===== src/rtl/seg7_reader.sv =====
// Reads an asynchronous active-low 7-segment pattern, debounces it and presents the hex digit with a valid/ack handshake.
// Define SEG7_READER_ERRCNT_EN to add errcnt, a saturating 8-bit count of illegal-pattern reports.
module seg7_reader #(
  parameter int STABLE_CYCLES = 4
) (
  input  logic       clock,
  input  logic       resetn,
  input  logic [6:0] seg,
  input  logic       ack,
  output logic [3:0] value,
  output logic       valid,
  output logic       err
`ifdef SEG7_READER_ERRCNT_EN
  ,
  output logic [7:0] errcnt
`endif
);

  typedef enum logic [1:0] {
    SAMPLE      = 2'd0,
    VALID       = 2'd1,
    WAIT_CHANGE = 2'd2
  } state_t;

  localparam logic [6:0] BLANK    = 7'h7F;
  localparam logic [3:0] STABLE_L = 4'(STABLE_CYCLES);

  // Bit 4 flags a legal digit, bits 3:0 carry the digit.
  function automatic logic [4:0] decode_seg(input logic [6:0] pat);
    logic [4:0] d;
    d = 5'd0;
    case (pat)
      7'h40: d = {1'b1, 4'h0};
      7'h79: d = {1'b1, 4'h1};
      7'h24: d = {1'b1, 4'h2};
      7'h30: d = {1'b1, 4'h3};
      7'h19: d = {1'b1, 4'h4};
      7'h12: d = {1'b1, 4'h5};
      7'h02: d = {1'b1, 4'h6};
      7'h78: d = {1'b1, 4'h7};
      7'h00: d = {1'b1, 4'h8};
      7'h10: d = {1'b1, 4'h9};
      7'h08: d = {1'b1, 4'hA};
      7'h03: d = {1'b1, 4'hB};
      7'h46: d = {1'b1, 4'hC};
      7'h21: d = {1'b1, 4'hD};
      7'h06: d = {1'b1, 4'hE};
      7'h0E: d = {1'b1, 4'hF};
      default: d = 5'd0;
    endcase
    return d;
  endfunction

  logic [6:0] seg_meta_r, seg_sync_r, seg_prev_r, pat_r, pat_nxt_s;
  logic [3:0] cnt_r, cnt_nxt_s, value_r, value_nxt_s;
  logic       valid_r, valid_nxt_s, err_r, err_nxt_s, accept_s;
  logic [4:0] decoded_s;
  state_t     state_r, state_nxt_s;

  // Synchronizer, previous-sample register and stability counter.
  always_ff @(posedge clock or negedge resetn) begin
    if (!resetn) begin
      seg_meta_r <= BLANK;
      seg_sync_r <= BLANK;
      seg_prev_r <= BLANK;
      cnt_r      <= 4'd0;
    end else begin
      seg_meta_r <= seg;
      seg_sync_r <= seg_meta_r;
      seg_prev_r <= seg_sync_r;
      cnt_r      <= cnt_nxt_s;
    end
  end

  // Stability counter: restart on any change, saturate once stable long enough.
  always_comb begin
    cnt_nxt_s = cnt_r;
    if (seg_sync_r != seg_prev_r) begin
      cnt_nxt_s = 4'd0;
    end else if (cnt_r != STABLE_L) begin
      cnt_nxt_s = cnt_r + 4'd1;
    end else begin
      cnt_nxt_s = cnt_r;
    end
  end

  // A saturated counter still qualifies, so a pattern that settled during VALID is taken at once.
  assign accept_s  = (state_r == SAMPLE) && (cnt_nxt_s >= (STABLE_L - 4'd1));
  assign decoded_s = decode_seg(seg_sync_r);

  // FSM next state and next registered outputs.
  always_comb begin
    state_nxt_s = state_r;
    pat_nxt_s   = pat_r;
    value_nxt_s = value_r;
    valid_nxt_s = valid_r;
    err_nxt_s   = 1'b0;
    case (state_r)
      SAMPLE: begin
        if (accept_s) begin
          pat_nxt_s = seg_sync_r;
          // Blank and a repeat of the last reported pattern are swallowed silently.
          if ((seg_sync_r == BLANK) || (seg_sync_r == pat_r)) begin
            state_nxt_s = WAIT_CHANGE;
          end else if (decoded_s[4]) begin
            value_nxt_s = decoded_s[3:0];
            valid_nxt_s = 1'b1;
            state_nxt_s = VALID;
          end else begin
            err_nxt_s   = 1'b1;
            state_nxt_s = WAIT_CHANGE;
          end
        end else begin
          state_nxt_s = SAMPLE;
        end
      end
      VALID: begin
        if (ack) begin
          valid_nxt_s = 1'b0;
          state_nxt_s = WAIT_CHANGE;
        end else begin
          state_nxt_s = VALID;
        end
      end
      WAIT_CHANGE: begin
        if (seg_sync_r != pat_r) begin
          state_nxt_s = SAMPLE;
        end else begin
          state_nxt_s = WAIT_CHANGE;
        end
      end
      default: begin
        state_nxt_s = SAMPLE;
        valid_nxt_s = 1'b0;
      end
    endcase
  end

  // FSM state, latched pattern and registered outputs.
  always_ff @(posedge clock or negedge resetn) begin
    if (!resetn) begin
      state_r <= SAMPLE;
      pat_r   <= BLANK;
      value_r <= 4'd0;
      valid_r <= 1'b0;
      err_r   <= 1'b0;
    end else begin
      state_r <= state_nxt_s;
      pat_r   <= pat_nxt_s;
      value_r <= value_nxt_s;
      valid_r <= valid_nxt_s;
      err_r   <= err_nxt_s;
    end
  end

  assign value = value_r;
  assign valid = valid_r;
  assign err   = err_r;

`ifdef SEG7_READER_ERRCNT_EN
  logic [7:0] errcnt_r;

  // Saturating count of err pulses, updated on the same edge as err.
  always_ff @(posedge clock or negedge resetn) begin
    if (!resetn) begin
      errcnt_r <= 8'd0;
    end else if (err_nxt_s && (errcnt_r != 8'hFF)) begin
      errcnt_r <= errcnt_r + 8'd1;
    end else begin
      errcnt_r <= errcnt_r;
    end
  end

  assign errcnt = errcnt_r;
`endif

endmodule


===== config.mk =====
export PLATFORM = sky130hd
export DESIGN_NAME = seg7_reader
export DESIGN_NICKNAME = d
export VERILOG_FILES = /design/src/rtl/seg7_reader.sv
export SDC_FILE = /design/constraint.sdc
export NUM_CORES = 1
export LEC_CHECK = 0
export CAP_MARGIN = 10
export CORE_UTILIZATION = 50
export DETAILED_ROUTE_END_ITERATION = 12
export GPL_TIMING_DRIVEN = 0
export PLACE_DENSITY = 0.82
export SETUP_SLACK_MARGIN = 0.1
export SYNTH_ARGS = -nofsm -noshare
export SYNTH_HDL_FRONTEND = slang
export SYNTH_SLANG_ARGS = --single-unit

===== constraint.sdc =====
create_clock -name clock -period 4.9 [get_ports clock]
set_input_delay 0.98 -clock clock [delete_from_list [all_inputs] [get_ports clock]]
set_output_delay 0.98 -clock clock [all_outputs]
set_load 0.02 [all_outputs]

=== Word-level counts from Yosys, hierarchy flattened ===
Index checks and enable logic that the tools add are counted.
W data, S select, Z words.

* Add/subtract/negate cells: 1
* Order comparisons: 1
* Equality and inequality tests: 26
* Mux-type cells: 18
* Bitwise logic cells: 2
* Reductions and logical operators: 7

{| class="wikitable"
|+ Operator list
! operator !! number
|-
| $pmux W5 S16 || 1
|-
| $eq A7 B7 Y1 const B || 5
|-
| $eq A7 B5 Y1 const B || 3
|-
| $eq A7 B6 Y1 const B || 3
|-
| $eq A7 B2 Y1 const B || 2
|-
| $eq A7 B4 Y1 const B || 2
|-
| $ne A7 B7 Y1 || 2
|-
| $mux W2 || 5
|-
| $mux W1 || 8
|-
| $mux W4 || 2
|-
| $ne A2 B2 Y1 const B || 4
|-
| $eq A7 B3 Y1 const B || 1
|-
| $eq A7 B7 Y1 || 1
|-
| $logic_not A7 Y1 || 1
|-
| $pmux W2 S3 || 1
|-
| $reduce_and A5 Y1 || 1
|-
| $add A4 B1 Y4 const B || 1
|-
| $ge A4 B2 Y1 const B || 1
|-
| $ne A4 B3 Y1 const B || 1
|-
| $reduce_and A4 Y1 || 1
|-
| $pmux W1 S3 || 1
|-
| $eq A2 B1 Y1 const B || 1
|-
| $eq A2 B2 Y1 const B || 1
|-
| $logic_not A2 Y1 || 1
|-
| other kinds (4) || 5
|}

* Register bits: 40
* Bits of input ports: 10
* Output and inout port bits: 6
* Logic and storage cells: 64

=== Depth between registers and ports, before layout ===
* Word-level depth: 7
* Mapped depth: 9
* Depth with buffers taken out: 8

=== Worst setup path before layout ===
No wires, ideal clock.

* Path kind: reg-to-reg
* From: register seg_sync_r[2]
* To: register value_r[0], in the netlist value[0]
* Library setup time: 0.125 ns
* Data arrival time: 2.301 ns
* Required time: 4.775 ns
* Setup slack: 2.474 ns
* Cell stages (with the launch flop): 8
* Path buffers: 1
* Path through: dfstp_2 -> buf_2 -> xor2_1 -> nor4_1 -> nand4_1 -> or4_4 -> nor3_4 -> mux2_2

* Word-level cells in the longest chain between the ends: 5
* Elaborated cells between the ends (all ways): 26
* Those cells by class: order compare: 1; eq/ne: 18; mux: 2; bitwise: 1; reduce/logical: 4

{| class="wikitable"
|+ Ends and longest elaborated chain
! element !! line !! RTL
|-
| start, declared || 54 || <nowiki>logic [6:0] seg_meta_r, seg_sync_r, seg_prev_r, pat_r, pat_nxt_s;</nowiki>
|-
| start signal, assigned || 69 || <nowiki>seg_sync_r <= seg_meta_r;</nowiki>
|-
| $ne A7 B7 Y1 || 78 || <nowiki>if (seg_sync_r != seg_prev_r) begin</nowiki>
|-
| $mux W4 || 78 ||
|-
| $ge A4 B2 Y1 || 88 || <nowiki>assign accept_s = (state_r == SAMPLE) && (cnt_nxt_s >= (STABLE_L - 4'd1));</nowiki>
|-
| $logic_and A1 B1 Y1 || 88 ||
|-
| $reduce_and A4 Y1 (no line) || n/a ||
|-
| end signal, assigned || 150 || <nowiki>value_r <= value_nxt_s;</nowiki>
|-
| end, declared || 55 || <nowiki>logic [3:0] cnt_r, cnt_nxt_s, value_r, value_nxt_s;</nowiki>
|}

Several ways; a longest one is shown, not always the timed one.
A chain may end at the register's enable or synchronous reset.

=== Worst setup path in the final report ===
* From: register seg_sync_r[2]
* To: register value_r[1], in the netlist value[1]

Same word-level chain as after synthesis.

==> results.json <==
{
  "vdd_drop_max_uv": 212.5,
  "via_count": 1274,
  "final.fill_count": 278,
  "iteration_0_drc_markers": 50,
  "timing.reg2reg.setup_slack_ps": 2210,
  "buffer_ports.inserted": 15,
  "clkSinkCount": 40,
  "grt_setup_unrepaired": "no",
  "design.die.area_mm2": 0.003943,
  "antenna_found_initial": 0,
  "core-area_mm2": 0.003442,
  "post_route_cells_drive_above_1_share_pct": 28.11,
  "post-cts-setup-buffer-count": 0,
  "routedWlPerCell_um": 13.36,
  "cts.htree.levels": 2,
  "report.final.setup_viol": 0,
  "finalSetupTns_ps": 0,
  "cp-end-kind": "flip-flop",
  "timing.clock.skew_ps": 3.815,
  "syn_to_final_growth_pct": 16.93,
  "total_leakage_power_nw": 0.9068,
  "cts-root-to-sink-buffers": 2,
  "area_after_dpl_mm2": 0.002051,
  "timing.critical_path.arrival_ps": 2880,
  "critical_path_required_time_ps": 5090,
  "synth.area.mux_share_pct": 6.567,
  "die_h_um": 62.80,
  "seqCellArea_mm2": 0.001036,
  "top_level_i_o_count": 16,
  "timing.max_cap.violations": 0,
  "cts.reportedPaths.clkPinSlew_ps": 80,
  "synth_compound_area_share_pct": 8.260,
  "drc_errors": 0,
  "worst_setup_path_endpoint": "value[1]",
  "cts_hold_buffers": 0,
  "worst_r2r_endpoint": "value[1]",
  "synth_simple_gate_area_share_pct": 16.66,
  "cp-startpoint": "seg_sync_r[2]",
  "xor_and_xnor_area_share_after_synthesis_pct": 7.583,
  "multi_input_comb_area_um2": 747.0,
  "initial_core_utilization_pct": 53.69,
  "synth_seq_cells": 40,
  "synth_fa_ha_area_share_pct": 1.354,
  "place_congestion": 0.9137,
  "netlist_area_mm2": 0.001848,
  "insertion_delay_ps": 290,
  "critical_path_peak_fanout": 10,
  "outcome": "finished clean",
  "edff_count_synth": 0,
  "antenna_violating_nets_post_route": 0,
  "path_class": "flip-flop to flip-flop",
  "syn_area_per_cell_um2": 11.41,
  "dp_hpwl_um": 2261,
  "yosys_warnings": 0,
  "cell_at_the_root_of_the_clock_tree": "clkbuf_8",
  "power_per_cell_area_mw_per_mm2": 300.6,
  "netlist-cell-type-count": 41,
  "first_global_vias": 1300,
  "max_freq_ghz": 0.3713,
  "grt_start_max_net_pins": 41,
  "num_antenna_cells": 0,
  "combinational_family_with_the_most_area_after_synthesis": "simple AND/OR/NAND/NOR gates",
  "timing.final.max_slew_violations": 0,
  "min_path_type": "flip-flop to flip-flop",
  "min_period_over_period_pct": 54.97,
  "fin_hold_ws_ps": 357.3,
  "grt_usage_pct": 19.07,
  "final_design_area_no_fill_mm2": 0.002161,
  "drt_pre_antenna_iters": 4,
  "crit_path_start_kind": "flip-flop",
  "postSynth.asyncResetShare_pct": 100.0,
  "cts-resized-gates": 0,
  "seq_area_frac_synth_pct": 56.06,
  "syn-instance-count": 162,
  "final_net_count": 196,
  "layout_min_cycle_time_ps": 2694,
  "routed_wl_um": 3087,
  "r2r_start": "seg_sync_r[2]",
  "die_w_um": 62.80,
  "final-hold-violation-count": 0,
  "ys_dominant_reg_cell": "dfstp_2",
  "grt_overflow_total": 0,
  "synth.net_count": 174,
  "grt_pass1_wl_um": 5754,
  "numCtsBuffers": 5,
  "post_drt_via_cell_ratio": 5.515,
  "worstMarginPinSlew_ps": 812.0,
  "r2r_cells": 7,
  "max-slew-margin-rel_pct": 45.87,
  "tritoncts": "built",
  "count_of_standard_cell_rows": 21
}
[synth_stat cells, drive strengths merged (5+ instances only)]
master | number | area, µm²
nor2 | 14 | 52.55
clkbuf | 7 | 26.28
o21ai | 9 | 45.04
mux2 | 9 | 101.4
dfrtp | 12 | 300.3
a21oi | 5 | 25.02
xor2 | 9 | 78.83
xnor2 | 7 | 61.31
dfstp | 28 | 735.7
nand2 | 7 | 26.28
nor3 | 5 | 36.29
inv | 6 | 22.52
[where the power goes]
part            total, W  internal [W]  leakage [nW]  switching [W]
logic          0.0000479     0.0000203         0.393      0.0000276
registers       0.000353      0.000347         0.461     0.00000639
clock network   0.000249      0.000133        0.0530       0.000116
[layout make-up]
cell class	count	share of cell area, %
Buffer	9	1.969
Inverter	6	1.042
Sequential cell	40	47.94
Timing Repair Buffer	15	6.717
Multi-Input combinational cell	107	34.57
Tap cell	46	2.664
Clock inverter	2	0.7528
Clock buffer	6	4.343
[how the worst min path moves through the flow]
| stage | start | end | slack [ps] | depth (start not counted) |
|---|---|---|---|---|
| after global placement | seg_meta_r[5] | seg_sync_r[5] | 350 | 0 |
| after detailed placement | seg_meta_r[4] | seg_sync_r[4] | 350 | 0 |
| after global routing | seg_meta_r[4] | seg_sync_r[4] | 360 | 0 |
| after CTS | seg_meta_r[4] | seg_sync_r[4] | 360 | 0 |
| after floorplan | seg_meta_r[0] | seg_sync_r[0] | 350 | 0 |
| final | seg_meta_r[3] | seg_sync_r[3] | 360 | 0 |
[per-layer routing]
metal  wire, µm  GRT usage, %  up-vias
met5          0             0        -
met4         53         7.558        0
met3        201         6.204        7
met2       1540         32.07       50
met1       1291         22.46      610
li1           -             -      607
[kinds of logic (layout without fill, tap and decap cells)]
group / after synthesis / count (layout)
xor gates and xnor gates: 16 / 16
and+or+nand+nor: 54 / 54
adders and majority gates: 2 / 2
AOI/OAI and AO/OA: 24 / 24
buffers and inverters: 15 / 38
DFF: 40 / 40
muxes: 11 / 11
[stage by stage]
| step | utilization (%) | cells | total power (W) | setup WS (ps) |
|---|---|---|---|---|
| floorplan | - | 162 | 0.0003854 | 2474 |
| global placement | 59.72 | 223 | 0.0004043 | 2103 |
| detailed placement | 59.58 | 223 | 0.0004067 | 2153 |
| CTS | 62.78 | 231 | 0.0006556 | 2146 |
| global route | 62.78 | 231 | 0.0006815 | 1987 |
| finish | 62.78 | 231 | 0.0006496 | 2206 |
[registers in the layout, summed over array words and instances (netlist names)]
register and flops:
cnt_r 4, err 1, pat_r 7, seg_meta_r 7
seg_prev_r 7, seg_sync_r 7, state_r 2, valid 1
value 4
[placed cells by master, fill, tap and decap left out, types with 5 or more instances in the layout]
cell type        instances
a21oi_1                  5
clkbuf_1                 7
clkbuf_8                 5
clkdlybuf4s50_1         14
dfrtp_1                 12
dfstp_2                 28
inv_1                    6
mux2_2                   9
nand2_1                  7
nor2_1                  14
o21ai_0                  9
xnor2_1                  7
xor2_1                   9
[worst max-delay path, stage by stage, from the launching register on]
cell	delay (ps)
dfstp_2	550
buf_2	220
xor2_1	100
nor4_1	200
nand4_1	260
or4_4	560
nor3_4	330
mux2_2	370
Power figures use the tool's default switching activity.
